**src/rtl/seq_mag_comparator_pkg.sv**
```systemverilog
// Shared types and helpers for the sequential magnitude comparator.
package cmp_pkg;

  typedef enum logic [1:0] {
    IDLE,
    SCAN,
    DONE
  } state_t;

  typedef enum logic [1:0] {
    REL_EQ,
    REL_GT,
    REL_LT,
    REL_GE
  } rel_t;

  // Number of DIGIT-wide slices needed to cover a WIDTH-bit operand.
  function automatic int ndig(input int width, input int digit);
    return (width + digit - 1) / digit;
  endfunction

endpackage

```
**src/rtl/seq_mag_comparator_digit_cmp.sv**
```systemverilog
// Combinational comparison of one DIGIT-bit slice, MSB-first priority.
module digit_cmp #(
  parameter int DIGIT = 2
) (
  input  logic [DIGIT-1:0] x,
  input  logic [DIGIT-1:0] y,
  output logic             d_eq,
  output logic             d_gt
);

  logic [DIGIT-1:0] w_bitEq;

  assign w_bitEq = x ~^ y;

  // Walk LSB to MSB so the most significant differing bit decides d_gt last.
  always_comb begin
    d_eq = &w_bitEq;
    d_gt = 1'b0;
    for (int i = 0; i < DIGIT; i++) begin
      if (!w_bitEq[i]) begin
        d_gt = x[i];
      end
    end
  end

endmodule

```
**src/rtl/seq_mag_comparator.sv**
```systemverilog
// Multi-cycle magnitude comparator: scans operands DIGIT bits per cycle,
// MSB-first, and stops at the first differing slice.
module seq_mag_comparator
  import cmp_pkg::*;
#(
  parameter int WIDTH = 8,
  parameter int DIGIT = 2
) (
  input  logic                                     clk,
  input  logic                                     rst_n,
  input  logic                                     in_valid,
  output logic                                     in_ready,
  input  logic [WIDTH-1:0]                         a,
  input  logic [WIDTH-1:0]                         b,
  input  logic                                     is_signed,
  input  logic [1:0]                               rel,
  output logic                                     out_valid,
  input  logic                                     out_ready,
  output logic                                     eq,
  output logic                                     gt,
  output logic                                     lt,
  output logic                                     result,
  output logic [$clog2(ndig(WIDTH, DIGIT)+1)-1:0]  cycles
);

  localparam int NDIG = ndig(WIDTH, DIGIT);
  localparam int PW   = NDIG * DIGIT;
  localparam int IDXW = (NDIG > 1) ? $clog2(NDIG) : 1;
  localparam int CW   = $clog2(NDIG + 1);

  state_t           r_state;
  state_t           w_nextState;
  logic [PW-1:0]    r_a;
  logic [PW-1:0]    r_b;
  rel_t             r_rel;
  logic [IDXW-1:0]  r_idx;
  logic [CW-1:0]    r_cnt;
  logic             r_eq;
  logic             r_gt;
  logic             r_lt;

  logic [PW-1:0]    w_capA;
  logic [PW-1:0]    w_capB;
  logic [DIGIT-1:0] w_sliceA;
  logic [DIGIT-1:0] w_sliceB;
  logic             w_dEq;
  logic             w_dGt;
  logic             w_accept;

  assign w_accept = in_valid && (r_state == IDLE);
  assign w_sliceA = r_a[r_idx*DIGIT +: DIGIT];
  assign w_sliceB = r_b[r_idx*DIGIT +: DIGIT];

  digit_cmp #(.DIGIT(DIGIT)) u_digitCmp (
    .x    (w_sliceA),
    .y    (w_sliceB),
    .d_eq (w_dEq),
    .d_gt (w_dGt)
  );

  // Zero-pad operands to whole slices; flipping the sign bit maps signed order onto unsigned order.
  always_comb begin
    w_capA = '0;
    w_capB = '0;
    w_capA[WIDTH-1:0] = a;
    w_capB[WIDTH-1:0] = b;
    w_capA[WIDTH-1] = a[WIDTH-1] ^ is_signed;
    w_capB[WIDTH-1] = b[WIDTH-1] ^ is_signed;
  end

  // State register.
  always_ff @(posedge clk or negedge rst_n) begin
    if (!rst_n) begin
      r_state <= IDLE;
    end else begin
      r_state <= w_nextState;
    end
  end

  // Next-state logic: leave SCAN on the first differing slice or after slice 0.
  always_comb begin
    w_nextState = r_state;
    case (r_state)
      IDLE: if (in_valid) w_nextState = SCAN;
      SCAN: if (!w_dEq || (r_idx == '0)) w_nextState = DONE;
      DONE: if (out_ready) w_nextState = IDLE;
      default: w_nextState = IDLE;
    endcase
  end

  // Operand capture and per-cycle scan bookkeeping; flags persist until the next capture.
  always_ff @(posedge clk or negedge rst_n) begin
    if (!rst_n) begin
      r_a   <= '0;
      r_b   <= '0;
      r_rel <= REL_EQ;
      r_idx <= '0;
      r_cnt <= '0;
      r_eq  <= 1'b0;
      r_gt  <= 1'b0;
      r_lt  <= 1'b0;
    end else if (w_accept) begin
      r_a   <= w_capA;
      r_b   <= w_capB;
      r_rel <= rel_t'(rel);
      r_idx <= IDXW'(NDIG - 1);
      r_cnt <= '0;
      r_eq  <= 1'b0;
      r_gt  <= 1'b0;
      r_lt  <= 1'b0;
    end else if (r_state == SCAN) begin
      r_cnt <= r_cnt + CW'(1);
      if (!w_dEq) begin
        r_gt <= w_dGt;
        r_lt <= !w_dGt;
      end else if (r_idx == '0) begin
        r_eq <= 1'b1;
      end else begin
        r_idx <= r_idx - IDXW'(1);
      end
    end
  end

  // Handshake outputs from state, result selected from the held flags.
  always_comb begin
    in_ready  = (r_state == IDLE);
    out_valid = (r_state == DONE);
    eq        = r_eq;
    gt        = r_gt;
    lt        = r_lt;
    cycles    = r_cnt;
    result    = 1'b0;
    case (r_rel)
      REL_EQ:  result = r_eq;
      REL_GT:  result = r_gt;
      REL_LT:  result = r_lt;
      REL_GE:  result = r_gt | r_eq;
      default: result = 1'b0;
    endcase
  end

endmodule

```
**config.mk**
```make
export PLATFORM = sky130hd
export DESIGN_NAME = seq_mag_comparator
export DESIGN_NICKNAME = d
export VERILOG_FILES = /design/src/rtl/seq_mag_comparator_pkg.sv /design/src/rtl/seq_mag_comparator_digit_cmp.sv /design/src/rtl/seq_mag_comparator.sv
export SDC_FILE = /design/constraint.sdc
export NUM_CORES = 1
export LEC_CHECK = 0
export CORE_ASPECT_RATIO = 1.5
export CORE_MARGIN = 2
export CORE_UTILIZATION = 35
export CTS_CLUSTER_DIAMETER = 40
export DETAILED_ROUTE_END_ITERATION = 6
export PLACE_DENSITY_LB_ADDON = 0.08
export SLEW_MARGIN = 20
export SYNTH_ARGS = -nofsm -noshare
export SYNTH_HDL_FRONTEND = slang
export SYNTH_SLANG_ARGS = --single-unit
```
**constraint.sdc**
```tcl
create_clock -name clk -period 4.5 [get_ports clk]
set_input_delay 0.9 -clock clk [delete_from_list [all_inputs] [get_ports clk]]
set_output_delay 0.9 -clock clk [all_outputs]
set_load 0.05 [all_outputs]
```
# == Word level (Yosys, flattened, before mapping) ==
# Cells that the tools add are included.
# classes
reduce_logical,15
n_mux,23
add_sub_neg,2
shifts,2
eq_ne,10
bitwise,4
# op_table
op,n
8-bit by 4-bit variable part select with 2-bit output,2
2-bit two-way mux,7
1-bit two-way mux,12
3-bit AND reduction,3
2-bit == test (second input constant),3
2-bit zero test,3
3-bit two-way mux,2
2-bit inequality test (second input constant),3
2-bit case mux with 3 select lines,1
2-bit nonzero test,3
2-bit by 1-bit == test with 1-bit output (second input constant),2
2-bit by 1-bit inequality test with 1-bit output (second input constant),2
1-bit case mux with 4 select lines,1
2-bit AND reduction,2
3-bit by 1-bit adder with 3-bit output (second input constant),1
1-bit zero test,2
2-bit by 1-bit subtractor with 2-bit output (second input constant),1
2-bit bitwise XNOR,1
1-bit XOR,2
1-bit logical AND,1
1-bit logical OR,1
1-bit OR,1
# word_totals
inputBits,23
register_bits,28

# == Longest topological paths before layout ==
# Gate-level depths: netlist of run 1.
# logic_depth
word_depth,8
ltp_mapped,8
mapped_depth_nobuf,6

# == Modules after synthesis ==
# A second synthesis of run 1 with hierarchy kept.
# unflattened
cells_unflattened,136
area_unflattened_um2,1361.3
# modules_own_cells
module,instances,area_each_um2,seq_area_each_um2,cells_each
seq_mag_comparator,1,1315.0,700.7,130
digit_cmp,1,46.3,0.0,6

# == Worst setup path after synthesis of run 1 ==
# OpenSTA, ideal clock, no wires.
# synth_path
path_type,register to output
start,register r_eq (netlist: eq)
end,output port result
t_arrival_ps,1658
path_stages_with_launch,4
required_time_ps,3600
setup_slack_ps,1942
path_cell_list,dfrtp_1 > nor2b_1 > a211oi_1 > a21oi_1
# synth_between
elab_chain_len,2
# synth_rtl
element,line_no,source
start: declaration,seq_mag_comparator.sv:38,logic r_eq;
start signal: assignment,seq_mag_comparator.sv:99,r_eq <= 1'b0;
start signal: assignment,seq_mag_comparator.sv:108,r_eq <= 1'b0;
start signal: assignment,seq_mag_comparator.sv:117,r_eq <= 1'b1;
1-bit OR,seq_mag_comparator.sv:137,REL_GE: result = r_gt | r_eq;
1-bit case mux with 4 select lines (*),seq_mag_comparator.sv:133,case (r_rel)
end: declaration,seq_mag_comparator.sv:22,"output logic result,"
# Mark *: on every way between the ends. The rest lies on a longest branch, timed or not.

# == Worst setup path after layout of run 1 ==
# Ends and elaborated chain as after synthesis.

==> summary.txt, run 1 <==
Die
  – Initial Util: 0.3652
  – Die W: between 50 and 60 µm
  – Die area: 4327 µm²
  – Core ar.: around 3600 µm²
  – FP Rows: 27
  – I/O pin cnt: 32
  – DIE HEIGHT: between 70 and 80 µm

Pwr
  – Clock network fraction of design power: 0.165
  – Switching power total: roughly 500 µW
  – Switching Share: 0.4038
  – PD cells: between 600 and 700 nW/µm²
  – P_int: approximately 700 µW
  – Tot Pwr: about 1.2 mW
  – IR drop worst, VDD: between 0.0003 and 0.0004 V
  – P_leak: approximately 0.85 nW
  – Part of the power in registers: 0.371
  – Combinational Power Share: 0.463

Synthesis
  – Syn Inst Count: about 140
  – Top cells by instance count after synthesis: nand2_1, dfrtp_1, buf_2
  – Top cells by area, synth: dfrtp_1, nand2_1, mux4_2, ha_1, buf_2
  – Async SR Flop Fraction: 1.000
  – Synth Register Bits: 28
  – Area leader, netlist: dfrtp_1
  – Synthesized cell area: 1333 µm²
  – Net count after synthesis: about 170
  – Ys flop type: dfrtp_1
  – Synth cell types: 25
  – Most common cell in the synthesized netlist: nand2_1
  – Syn_area_per_cell: just under 10 µm²
  – Post-synth EDFFs: 0
  – Yosys warns: 0
  – Area share of the largest cell type after synthesis: 0.5258
  – Seq/Total Area, Yosys: 0.5258

Clocking
  – Worst-case clock buffer depth: 2
  – CTS Buf Count: 3
  – CTS tree: built
  – CTS Root Cell: clkbuf_8
  – Post-CTS setup buffer count: 0
  – CTS Hold Bufs: 0
  – Clk_lat worst skew: roughly 0.28 ns
  – Sinks on Clock Net: 28
  – CTS-repair resized insts: 0
  – CTS clk-pin slew, worst paths: approximately 0.10 ns
  – H-tree levels: 1

Global routing
  – Largest net degree at the start of global routing: 26
  – Vias in the first global route: a little under 1k
  – Total track usage: 0.1362
  – Initial antenna violation count: 0
  – First-pass GRT wire length: 4257 µm
  – Grt total ovfl: 0

Worst setup path
  – Slowest stage delay, CP: just over 0.8 ns
  – Critical path's slowest cell: clkdlybuf4s50_1
  – CP Data Arrival Time: ~1.8 ns
  – Worst setup SP type: register
  – Crit-path cells: nor2b_1 -> a211oi_1 -> a21oi_1 -> clkdlybuf4s50_1
  – Critical path fanouts, max: 4
  – Setup crit end kind: primary output
  – Setup CP Type: register to primary output
  – Required @ worst endpoint: ~3.6 ns
  – Worst Reg2Reg Path Length in Cells: 5

Run status
  – Run status: finished clean

Detailed routing
  – Initial DRT Pass Iterations: 3
  – Post-route ant nets: 0
  – Avg WL per Cell: between 10 and 15 µm
  – DRC: 0
  – Vias: 991
  – Final wirelength: 2588 µm
  – DR iter-0 viols: 19
  – Vias per cell: between 4 and 5

Timing
  – Final cycle utilization of the critical path: 0.6087
  – RSZ-0062 raised after global routing: false
  – Final setup violation count: 0
  – Final min period: about 2.7 ns
  – Max Fclk: about 370 MHz
  – Fin. max-slew vios: 0
  – Setup Skew: between 0.006 and 0.007 ns
  – Relative slew slack: 0.4698
  – Hold Fails Final Rpt: 0
  – Worst slew pin tran: about 0.80 ns
  – TNS Setup: 0 ns

Worst hold path
  – Hold crit path type: register to register
  – Hold Path Stages: 2

Placed design
  – Routability cong.: 0.7522
  – DP HPWL: ~1900 µm
  – IO Port Bufs: 31

Layout
  – Filler cells: between 300 and 400
  – Layout Nets: ~200
  – Area delta synth->final: 31.27%
  – Share of layout cells above drive strength 1: 0.07186
  – Ant diodes: 0

Flow run
  – Max Cap Violations: 0
[power by group through the flow]
stage | clock network, mW | registers, mW | logic (mW)
floorplan | 0 | 0.479 | 0.384
global placement | 0 | 0.449 | 0.556
detailed placement | 0 | 0.457 | 0.570
CTS | 0.206 | 0.451 | 0.573
global route | 0.216 | 0.466 | 0.625
finish | 0.200 | 0.448 | 0.559
[sequential cells by signal (all words and copies together), names as in the netlist]
| register | flops |
|---|---|
| eq | 1 |
| r_idx | 2 |
| cycles | 3 |
| gt | 1 |
| lt | 1 |
| r_b | 8 |
| r_rel | 2 |
| r_a | 8 |
| r_state | 2 |
[area by class of cell]
class                      count  area [µm²]  share of cell area
inverter                       5       18.77             0.01073
sequential                    28       700.7              0.4006
timing repair buffer          33       325.3              0.1860
clock buffer                   3       41.29             0.02361
tap                           43       53.80             0.03076
clock inverter                 1       30.03             0.01717
multi-input combinational     97       579.3              0.3312
[stage by stage]
stage	instance area (µm²)	util	hold WS (ns)	setup WS, ns	cells
detailed placement	1678	0.4599	0.4605	1.910	206
global placement	1678	0.4599	0.4544	1.941	206
finish	1749	0.4794	0.4754	1.761	210
global route	1749	0.4794	0.5050	1.657	210
floorplan	1333	-	0.4403	1.942	138
CTS	1749	0.4794	0.4840	1.737	210
[cell usage in the layout, fill, tap and decap left out, drive strengths merged]
master	instances
or3b	1
inv	5
bufinv	1
nand3b	2
or3	1
a32o	1
a22o	1
nor3b	1
ha	4
nand2b	1
xnor2	2
a211oi	1
a21oi	4
o21ai	3
o2bb2ai	1
buf	2
nor2	4
clkbuf	3
and2	1
a41oi	1
nor2b	3
mux4	4
mux2i	2
dfrtp	28
nand2	55
clkdlybuf4s50	31
nand3	4
[critical path, delay by kind of cell, from the launching register on]
| kind | cells | cell delay (ns) |
|---|---|---|
| buffers and inverters | 1 | 0.81 |
| AND/OR/NAND/NOR | 1 | 0.16 |
| AO/OA/AOI/OAI | 2 | 0.17 |
| flip-flops | 1 | 0.41 |
[path summary, 6_finish.rpt]
path                                      start                endpoint  slack (ns)
max in group asynchronous                 rst_n   cycles[2]$_DFFE_PN0P_        2.84
max                              eq$_DFFE_PN0P_                  result        1.76
min reg2reg                  r_b[5]$_DFFE_PN0P_      r_b[5]$_DFFE_PN0P_        0.48
min in group asynchronous                 rst_n    r_rel[1]$_DFFE_PN0P_        1.01
max reg2reg                r_idx[0]$_DFFE_PN0P_  r_state[1]$_DFFE_PN0P_        2.23
min                          r_b[5]$_DFFE_PN0P_      r_b[5]$_DFFE_PN0P_        0.48
[per-layer routing]
layer,GRT usage,share of wire
met5,0,0
met4,0.06750,0.020
met3,0.02247,0.042
met2,0.2349,0.52
met1,0.1549,0.42
[cells by family after synthesis]
group	Yosys count	share of synthesized area
xor+xnor	2	0.01315
compound gates	12	0.05916
flops	28	0.5258
buf+inv	13	0.04319
simple gates	73	0.2385
fa+ha+maj	4	0.03756
mux	6	0.08263
Power figures use the tool's default switching activity.
==> inputs of run 2 (changes only) <==
Clock period 4.5 ns to 2.7 ns, I/O delays scaled along.
==> run 2 against run 1 <==
Effect of this change: setup slack worse by 1.5 ns; global-route usage up 0.086 points; clock power up 28%; power up 61%; critical path type unchanged; highest routed layer unchanged.
==> summary.txt, run 2 (same netlist as run 1, synthesis figures left out) <==
Run status
  – Run status: finished clean

Worst setup path
  – Required @ worst endpoint: between 2 and 2.5 ns
  – Flop2flop setup slack: 0.41 ns
  – Critical path fanouts, max: 4
  – Crit-path cells: nor2b_1 -> a211oi_1 -> a21oi_1 -> clkdlybuf4s50_1
  – CP Data Arrival Time: roughly 1.9 ns
  – Slowest stage delay, CP: between 0.8 and 0.9 ns
  – Critical path's slowest cell: clkdlybuf4s50_1
  – R2R Path End: r_state[1]$_DFFE_PN0P_
  – Setup crit end kind: primary output
  – Worst Reg2Reg Path Length in Cells: 5
  – Worst setup SP type: register
  – Setup CP Type: register to primary output
  – RR Startpoint: r_idx[0]$_DFFE_PN0P_

Global routing
  – First-pass GRT wire length: approximately 4400 µm
  – Grt total ovfl: 0
  – GR Util met3: 0.01685
  – Met2 Usage GRT: 0.2410
  – Met1 Use GR: 0.1626
  – Largest net degree at the start of global routing: 29
  – Total track usage: 0.1371
  – Initial antenna violation count: 0
  – Vias in the first global route: between 1k and 1.5k
  – GRT busiest layer: met2

Detailed routing
  – Final wirelength: 2559 µm
  – Post-route ant nets: 0
  – Initial DRT Pass Iterations: 3
  – Vias per cell: around 4.9
  – Vias: a little over 1k
  – DR iter-0 viols: 20
  – Avg WL per Cell: about 12 µm
  – DRC: 0

Clocking
  – Sinks on Clock Net: 28
  – CTS Buf Count: 3
  – Clk_lat worst skew: 0.27 ns
  – Post-CTS setup buffer count: 0
  – CTS tree: built
  – CTS-repair resized insts: 0
  – H-tree levels: 1
  – CTS clk-pin slew, worst paths: 0.09 ns
  – CTS Root Cell: clkbuf_8
  – Worst-case clock buffer depth: 2
  – CTS Hold Bufs: 0

Worst hold path
  – Worst hold endpoint: r_a[3]$_DFFE_PN0P_
  – Hold Startpoint: r_a[3]$_DFFE_PN0P_
  – Hold Path Stages: 2
  – Hold crit path type: register to register

Timing
  – Max Fclk: between 400 and 500 MHz
  – TNS Setup: 0 ns
  – Worst slew pin tran: between 0.5 and 0.6 ns
  – Hold slack: ~0.48 ns
  – RSZ-0062 raised after global routing: false
  – Hold Fails Final Rpt: 0
  – Final cycle utilization of the critical path: 0.8856
  – Final min period: ~2.4 ns
  – Setup Skew: ~0.0028 ns
  – Final setup violation count: 0
  – Relative slew slack: 0.6392
  – Fin. max-slew vios: 0

Layout
  – Filler cells: approximately 370
  – Share of layout cells above drive strength 1: 0.07738
  – Ant diodes: 0
  – Most common cell after layout, fill and taps aside: nand2_1
  – Fin cells: roughly 210
  – Layout Nets: between 150 and 200
  – Area delta synth->final: 30.61%
  – Most frequent cells in the layout: nand2_1, clkdlybuf4s50_1, dfrtp_1

Pwr
  – PD cells: between 1000 and 1500 nW/µm²
  – P_leak: around 0.85 nW
  – IR drop worst, VDD: between 0.0006 and 0.0007 V
  – Tot Pwr: between 1.5 and 2 mW

Die
  – DIE HEIGHT: approximately 80 µm
  – Core ar.: 3649 µm²
  – Die W: about 54 µm
  – I/O pin cnt: 32
  – FP Rows: 27
  – Initial Util: 0.3652
  – Die area: roughly 4300 µm²

Placed design
  – DP HPWL: between 1500 and 2000 µm
  – Routability cong.: around 0.80
  – IO Port Bufs: 31
  – Placed instance count: 207

Flow run
  – Max Cap Violations: 0
==> run 2: stage by stage <==
stage               setup slack [ns]  cell area [µm²]    util
global placement              0.4917             1685  0.4619
floorplan                     0.5016             1333       -
finish                        0.3090             1740  0.4770
CTS                           0.2966             1740  0.4770
global route                  0.2295             1740  0.4770
detailed placement            0.4125             1685  0.4619
==> run 2: cell type report <==
class	instances	area, µm²	area share
multi-input cells	97	579.3	0.3329
clock buffers	4	55.05	0.03163
inverters	5	18.77	0.01078
well taps	43	53.80	0.03091
repair buffers	34	332.8	0.1912
flip-flops and latches	28	700.7	0.4026
==> run 2: worst max-delay path, delay by kind of cell, from the launching register on <==
family | cells | cell delay, ns
flip-flops | 1 | 0.41
AO/OA/AOI/OAI | 2 | 0.19
buffers and inverters | 1 | 0.82
AND/OR/NAND/NOR | 1 | 0.17
==> run 2: worst max-delay path by stage <==
stage                                     from  slack, ns                endpoint  depth (start not counted)
after floorplan                 eq$_DFFE_PN0P_       0.50                  result                          3
after detailed placement  r_idx[0]$_DFFE_PN0P_       0.41  r_state[1]$_DFFE_PN0P_                          5
final                           eq$_DFFE_PN0P_       0.31                  result                          4
after CTS                       eq$_DFFE_PN0P_       0.30                  result                          4
after global placement    r_idx[0]$_DFFE_PN0P_       0.49  r_state[1]$_DFFE_PN0P_                          5
after global routing            eq$_DFFE_PN0P_       0.23                  result                          4
==> run 2: power by group <==
group | switching [mW] | leakage (nW) | total (mW) | internal (mW)
clock network | 0.125 | 0.0288 | 0.255 | 0.130
logic | 0.537 | 0.476 | 0.944 | 0.407
registers | 0.147 | 0.347 | 0.748 | 0.601
==> run 2: metal layers <==
| metal | vias up | routed length (µm) |
|---|---|---|
| li1 | 513 | - |
| met1 | 494 | 1049 |
| met2 | 20 | 1400 |
| met3 | 2 | 91 |
| met4 | 0 | 18 |
| met5 | - | 0 |
==> inputs of run 3 (changes only) <==
Settings changed: CELL_PAD_IN_SITES_DETAIL_PLACEMENT set to 0, CELL_PAD_IN_SITES_GLOBAL_PLACEMENT set to 2, CORE_UTILIZATION 35 to 29, TNS_END_PERCENT set to 50.
==> run 3 against run 2 <==
Effect of this change: setup slack gained 0.017 ns; clock skew hardly changed; clock-buffer cell count unchanged; maximum frequency is 0.73% higher; largest cell class unchanged.
==> summary.txt, run 3 (same netlist as run 1, synthesis figures left out) <==
Timing
  – Hold Fails Final Rpt: 0
  – Relative slew slack: 0.6009
  – TNS Setup: 0 ns
  – RSZ-0062 raised after global routing: false
  – Setup Skew: between 0.002 and 0.0025 ns
  – Final setup violation count: 0
  – Max Fclk: 421.3 MHz
  – Final cycle utilization of the critical path: 0.8791
  – Final min period: roughly 2.4 ns
  – Fin. max-slew vios: 0
  – Worst slew pin tran: approximately 0.60 ns

Worst setup path
  – Slowest stage delay, CP: slightly above 0.8 ns
  – Setup CP Type: register to primary output
  – Critical path's slowest cell: clkdlybuf4s50_1
  – Critical path fanouts, max: 4
  – Required @ worst endpoint: 2.16 ns
  – Setup crit end kind: primary output
  – Worst setup SP type: register
  – CP Data Arrival Time: around 1.8 ns
  – Crit-path cells: nor2b_1 -> a211oi_1 -> a21oi_1 -> clkdlybuf4s50_1

Pwr
  – IR drop worst, VDD: 0.0002988 V
  – P_int: roughly 1.1 mW
  – Switching power total: a little over 800 µW
  – Combinational Power Share: 0.486
  – Switching Share: 0.4200
  – Clock network fraction of design power: 0.132
  – P_leak: 0.8523 nW
  – Part of the power in registers: 0.381
  – PD cells: ~1100 nW/µm²

Detailed routing
  – DRC: 0
  – DR iter-0 viols: 26
  – Post-route ant nets: 0
  – Vias: a little over 1k
  – Final wirelength: roughly 2900 µm
  – Initial DRT Pass Iterations: 4
  – Vias per cell: between 4 and 5
  – Avg WL per Cell: between 10 and 15 µm

Die
  – FP Rows: 30
  – Die W: between 50 and 60 µm
  – Die area: 5164 µm²
  – Initial Util: 0.2983
  – Core ar.: ~4500 µm²
  – I/O pin cnt: 32
  – DIE HEIGHT: slightly below 90 µm

Layout
  – Most frequent cells in the layout: nand2_1, clkdlybuf4s50_1, dfrtp_1
  – Ant diodes: 0
  – Area delta synth->final: 31.08%
  – Layout Nets: 196
  – Share of layout cells above drive strength 1: 0.07738
  – Fin util: 0.3910
  – Most common cell after layout, fill and taps aside: nand2_1

Placed design
  – DP HPWL: between 2000 and 2500 µm
  – Routability cong.: about 0.72
  – IO Port Bufs: 31

Flow run
  – Max Cap Violations: 0

Clocking
  – Clk_lat worst skew: between 0.2 and 0.3 ns
  – CTS tree: built
  – CTS Hold Bufs: 0
  – CTS clk-pin slew, worst paths: roughly 0.09 ns
  – CTS-repair resized insts: 0
  – CTS Buf Count: 3
  – Worst-case clock buffer depth: 2
  – Sinks on Clock Net: 28
  – Post-CTS setup buffer count: 0
  – CTS Root Cell: clkbuf_8
  – H-tree levels: 1

Run status
  – Run status: finished clean

Global routing
  – Vias in the first global route: approximately 980
  – Largest net degree at the start of global routing: 29
  – Initial antenna violation count: 0
  – Grt total ovfl: 0
  – Total track usage: 0.1193
  – First-pass GRT wire length: between 4000 and 5000 µm

Worst hold path
  – Hold crit path type: register to register
## run 3: worst max-delay path, delay by kind of cell (launching register included)
kind,cells,cell delay (ns)
buffers and inverters,1,0.82
flip-flops,1,0.41
AO/OA/AOI/OAI,2,0.19
AND/OR/NAND/NOR,1,0.15
## run 3: layer usage
| layer | part of all wire | GRT usage | wire length, µm |
|---|---|---|---|
| met1 | 0.42 | 0.1443 | 1202 |
| met2 | 0.52 | 0.2028 | 1488 |
| met3 | 0.038 | 0.01783 | 110 |
| met4 | 0.020 | 0.05579 | 57 |
| met5 | 0 | 0 | 0 |
## run 3: layout make-up
type | count | area, µm²
Clock buffer | 4 | 55.05
Fill cell | 478 | 2720
Inverter | 5 | 18.77
Multi-Input combinational cell | 97 | 579.3
Sequential cell | 28 | 700.7
Tap cell | 48 | 60.06
Timing Repair Buffer | 34 | 332.8
## run 3: final timing paths
path                                           to  depth (start not counted)                 start  slack [ns]
setup / recovery                           result                          4        eq$_DFFE_PN0P_        0.33
hold / removal                 r_b[4]$_DFFE_PN0P_                          2    r_b[4]$_DFFE_PN0P_        0.48
setup reg to reg           r_state[1]$_DFFE_PN0P_                          5  r_idx[0]$_DFFE_PN0P_        0.44
hold reg to reg                r_b[4]$_DFFE_PN0P_                          2    r_b[4]$_DFFE_PN0P_        0.48
max in group asynchronous      r_b[7]$_DFFE_PN0P_                          2                 rst_n        1.79
min in group asynchronous    r_rel[0]$_DFFE_PN0P_                          2                 rst_n        0.65
## run 3: stage by stage
stage               hold WS, ns  instance area [µm²]  instances  total power, mW  setup slack [ns]
floorplan                0.2444                 1333        138            1.438            0.5016
global placement         0.4614                 1692        212            1.701            0.4839
detailed placement       0.4567                 1692        212            1.729            0.4293
CTS                      0.4817                 1747        216            1.999            0.2798
global route             0.5092                 1747        216            2.121            0.2181
finish                   0.4782                 1747        216            1.965            0.3263
## run 3: power by group through the flow
stage                     logic, mW  registers [mW]  clock network [mW]
after global placement        0.944           0.757                   0
after floorplan               0.640           0.798                   0
after detailed placement      0.967           0.763                   0
after CTS                     0.972           0.753               0.273
after global routing           1.05           0.778               0.288
final                         0.956           0.749               0.260
